==> config.mk <==
export PLATFORM = sky130hd
export DESIGN_NAME = pc_fetch_stage
export DESIGN_NICKNAME = d
export VERILOG_FILES = /design/src/rtl/pc_fetch_stage.sv
export SDC_FILE = /design/constraint.sdc
export NUM_CORES = 1
export LEC_CHECK = 0
export ABC_CLOCK_PERIOD_IN_PS = 7450
export BUFFER_PORTS_ARGS = -buffer_cell sky130_fd_sc_hd__buf_2
export CAP_MARGIN = 20
export CORE_MARGIN = 4
export CORE_UTILIZATION = 35
export CTS_BUF_LIST = sky130_fd_sc_hd__clkbuf_4 sky130_fd_sc_hd__clkbuf_8
export CTS_CLUSTER_SIZE = 12
export DETAILED_ROUTE_END_ITERATION = 12
export MAX_ROUTING_LAYER = met4
export SETUP_SLACK_MARGIN = 0.15
export SLEW_MARGIN = 40
export SYNTH_ARGS = -nofsm -noshare
export SYNTH_HDL_FRONTEND = slang
export SYNTH_SLANG_ARGS = --single-unit
==> constraint.sdc <==
create_clock -name clk -period 7.45 [get_ports clk]
set_clock_uncertainty 0.1 [all_clocks]
set_input_delay 0 -clock clk [delete_from_list [all_inputs] [get_ports clk]]
set_output_delay 0 -clock clk [all_outputs]
set_load 0.005 [all_outputs]
==> src/rtl/pc_fetch_stage.sv <==
// Fetch stage: PC register, next-PC selection, IF/ID register and a circular
// return-address stack that supplies RET targets.
module pc_fetch_stage #(
  parameter int              PC_W      = 16,
  parameter int              RAS_DEPTH = 4,
  parameter logic [PC_W-1:0] RESET_PC  = 16'h0000
) (
  input  logic            clk,
  input  logic            reset,
  input  logic [1:0]      PCSrc,
  input  logic [PC_W-1:0] jump_target,
  input  logic [PC_W-1:0] branch_target,
  input  logic            call_push,
  input  logic [PC_W-1:0] call_ret_addr,
  input  logic            stall,
  output logic [PC_W-1:0] imem_addr,
  input  logic [PC_W-1:0] imem_data,
  output logic [PC_W-1:0] ifid_instr,
  output logic [PC_W-1:0] ifid_pc1,
  output logic            ifid_valid,
  output logic            ras_underflow,
  output logic            ras_overflow
);

  localparam int SP_W  = (RAS_DEPTH > 1) ? $clog2(RAS_DEPTH) : 1;
  localparam int CNT_W = $clog2(RAS_DEPTH + 1);
  localparam logic [CNT_W-1:0] CNT_FULL = CNT_W'(RAS_DEPTH);
  localparam logic [CNT_W-1:0] CNT_ONE  = CNT_W'(1);
  localparam logic [SP_W-1:0]  SP_ONE   = SP_W'(1);

  logic [PC_W-1:0]  pc;
  logic [PC_W-1:0]  pc_plus1;
  logic [PC_W-1:0]  next_pc;
  logic [PC_W-1:0]  ras_top;
  logic [PC_W-1:0]  ras [RAS_DEPTH];
  logic [SP_W-1:0]  sp;
  logic [SP_W-1:0]  sp_top;
  logic [CNT_W-1:0] cnt;
  logic             ras_empty;
  logic             ras_full;
  logic             do_pop;
  logic             do_push;

  assign imem_addr = pc;
  assign pc_plus1  = pc + PC_W'(1);
  assign sp_top    = sp - SP_ONE;
  assign ras_empty = (cnt == '0);
  assign ras_full  = (cnt == CNT_FULL);
  assign do_pop    = (PCSrc == 2'b11);
  assign do_push   = call_push;
  assign ras_top   = ras_empty ? '0 : ras[sp_top];

  always_comb begin
    next_pc = pc_plus1;
    unique case (PCSrc)
      2'b00: next_pc = pc_plus1;
      2'b01: next_pc = jump_target;
      2'b10: next_pc = branch_target;
      2'b11: next_pc = ras_top;
    endcase
  end

  always_ff @(posedge clk or negedge reset) begin
    if (!reset) begin
      pc         <= RESET_PC;
      ifid_instr <= '0;
      ifid_pc1   <= '0;
      ifid_valid <= 1'b0;
    end else if (!stall) begin
      pc       <= next_pc;
      ifid_pc1 <= pc_plus1;
      // any redirect squashes the sequential fetch already in flight
      if (PCSrc == 2'b00) begin
        ifid_instr <= imem_data;
        ifid_valid <= 1'b1;
      end else begin
        ifid_instr <= '0;
        ifid_valid <= 1'b0;
      end
    end
  end

  always_ff @(posedge clk or negedge reset) begin
    if (!reset) begin
      for (int i = 0; i < RAS_DEPTH; i++) ras[i] <= '0;
      sp            <= '0;
      cnt           <= '0;
      ras_underflow <= 1'b0;
      ras_overflow  <= 1'b0;
    end else if (!stall) begin
      if (do_pop && do_push) begin
        // return and call in one cycle: the new address replaces the top slot
        ras[sp_top] <= call_ret_addr;
        if (ras_empty) begin
          cnt           <= CNT_ONE;
          ras_underflow <= 1'b1;
        end
      end else if (do_pop) begin
        if (ras_empty) begin
          ras_underflow <= 1'b1;
        end else begin
          sp  <= sp_top;
          cnt <= cnt - CNT_ONE;
        end
      end else if (do_push) begin
        ras[sp] <= call_ret_addr;
        sp      <= sp + SP_ONE;
        if (ras_full) ras_overflow <= 1'b1;
        else          cnt          <= cnt + CNT_ONE;
      end
    end
  end

endmodule

==> results.ini <==
[outcome]
status = finished clean

[power_and_ir_drop]
static-leakage-power_nw = 3.59
power.density_mw_per_mm2 = 340
ir_drop_v = 0.000146

[sta]
hold_ws_ps = 22.3
hold_viol_final = 0
grt_setup_unrepaired = no
period_share_pct = 45.2
tns_ps = 0
maxSlewHeadroom_pct = 49.1
post-route-min-period_ps = 3360
setup_viol = 0
fmax_mhz = 297
worst_pin_slew_ps = 763
maxSlewViolCount = 0

[worst_setup_path]
setup.worst_path.class = reg2reg
path_max_fanout = 19
cp_data_arrival_time_ps = 3580
critPathCaptureType = flip-flop
startpoint_type = flip-flop
required_ps = 7670

[synth]
synth_fp_nets = 595
yosysWarnings = 0
yosys.area_share.adder_pct = 1.22
mappedNetlistArea_mm2 = 0.00615
synthArstFlopShare_pct = 100
synth_cells = 519
synth.avg_cell_area_um2 = 11.8
synthFlopType = dfrtp_1
yosysSeqAreaShare_pct = 48.9
synthDistinctLibCells = 57
synth-seq-cells = 120
synth_top_family_by_area = multiplexers
synth_compound_area_share_pct = 11.5
synth_xor_area_share_pct = 2.00
synth-edff-count = 0
synth-simple-area-share_pct = 10.4
muxShareOfSynthArea_pct = 21.6

[global_routing]
antenna_found_initial = 0
grt_max_degree = 70
grt_pass1_wl_mm = 26.7
gr-usage-all-layers_pct = 17.4
grt_pass1_vias = 4928
overflow = 0

[route]
dr.pass1.iters = 6
routed_wl_mm = 16.4
wl_per_cell_um = 17.9
drc_errors = 0
antenna_left = 0
routed_via_density = 5.18
dr.first_iter.drc_count = 347
vias = 4746

[flow_run]
max-cap-violations = 0

[placed_design]
port-buffer-count = 120
place_hpwl_mm = 11.6
gp_congestion = 0.841

[floorplanning]
coreArea_mm2 = 0.0172
ioPinCount = 121
die-area_mm2 = 0.0197
initial_core_util_pct = 35.7
rows = 48
die_w_um = 141
die_h_um = 141

[clocking]
clock-sinks = 120
htree_levels = 4
ctsHoldBuffers = 56
post_cts_resized = 0
postCtsSetupBuffers = 0
cts_tree = done
clock-root-buffer = clkbuf_8
cts_buffer_depth = 2
numCtsBuffers = 17
clkLatencyLatePin_ps = 440
clk_pin_slew_ps = 70

[cells_and_area]
fillers = 1580
nNetsFinal = 756
layout-drive-gt1-share_pct = 35.5
antenna_cells = 0
area_growth_pct = 27.2
final_cell_mix = dfrtp_1, buf_2, nand2_1, dlygate4sd3_1, o21ai_0

[hold_path]
hold_path_class = in2reg

[power breakdown]
part           switching (mW)  leakage (nW)  internal [mW]
Sequential              0.228          1.46          0.901
Clock                   0.253         0.215          0.374
Combinational           0.349          1.91          0.556
[layout make-up]
cell class	instances	area [um2]	area share, %
clock inverter	10	153	1.95
timing repair buffer	178	1180	15.1
tap	225	282	3.60
sequential	120	3000	38.4
multi-input combinational	349	2880	36.9
clock buffer	20	263	3.36
inverter	14	52.6	0.672
[cell families (layout without fill, tap and decap cells)]
kind of cell,after synthesis,count (layout)
AO/OA/AOI/OAI,108,108
flip-flops,120,120
AND/OR/NAND/NOR,130,130
adder cells (fa/ha/maj),6,6
XOR/XNOR,14,14
buffers and inverters,50,222
multiplexers,91,91
[registers in the layout, summed over array words and instances, names as in the netlist]
name	cells
cnt	3
ifid_instr	16
ifid_pc1	16
ifid_valid	1
imem_addr	16
ras	64
ras_overflow	1
ras_underflow	1
sp	2
[worst max-delay path, cell delays in order, from the launching register on]
cell           delay (ps)
dfrtp_2               730
inv_1                 180
ha_1                  830
mux4_2                400
nand3_1                90
nand3_1                80
a32o_1                270
dlygate4sd3_1         550
[per-layer routing]
layer,wire [um],up-vias,global-route usage (%)
met5,0,-,-
met4,346,0,5.76
met3,852,34,3.58
met2,7600,173,26.7
met1,7640,2324,23.3
li1,-,2215,-
[worst paths after layout]
check | slack (ps) | endpoint | cells after the start | start
setup / recovery | 4090 | imem_addr[9] | 7 | sp[0]
hold / removal | 20 | imem_addr[3] | 4 | branch_target[3]
setup reg to reg | 4090 | imem_addr[9] | 7 | sp[0]
hold reg to reg | 380 | ras_underflow | 1 | ras_underflow
max in group asynchronous | 6140 | ras[35] | 3 | reset
min in group asynchronous | 80 | ras[16] | 2 | reset
[cell usage after synthesis, types with 7 or more instances]
library cell	count	area, um2
inv_1	13	48.8
nor2_1	11	41.3
mux2_2	33	372
clkbuf_1	11	41.3
a21oi_1	14	70.1
mux2_4	33	495
buf_2	17	85.1
nand2_1	60	225
mux4_2	16	360
a221o_1	8	80.1
nand2b_1	10	62.6
mux2_1	7	78.8
o21ai_0	46	230
dfrtp_1	120	3000
xnor2_1	12	105
nand3_1	13	65.1
[stage by stage]
step | utilization, % | cells | setup slack, ps | power [mW] | cell area, um2
6_report | 45.4 | 916 | 4090 | 2.66 | 7820
5_1_grt | 45.4 | 916 | 3840 | 2.81 | 7820
4_1_cts | 45.3 | 916 | 4050 | 2.68 | 7820
3_5_place_dp | 39.7 | 830 | 4500 | 2.01 | 6840
2_1_floorplan | - | 519 | 5120 | 1.75 | 6150
3_3_place_gp | 39.6 | 830 | 4290 | 1.96 | 6830
(Power assumes the default switching activity.)
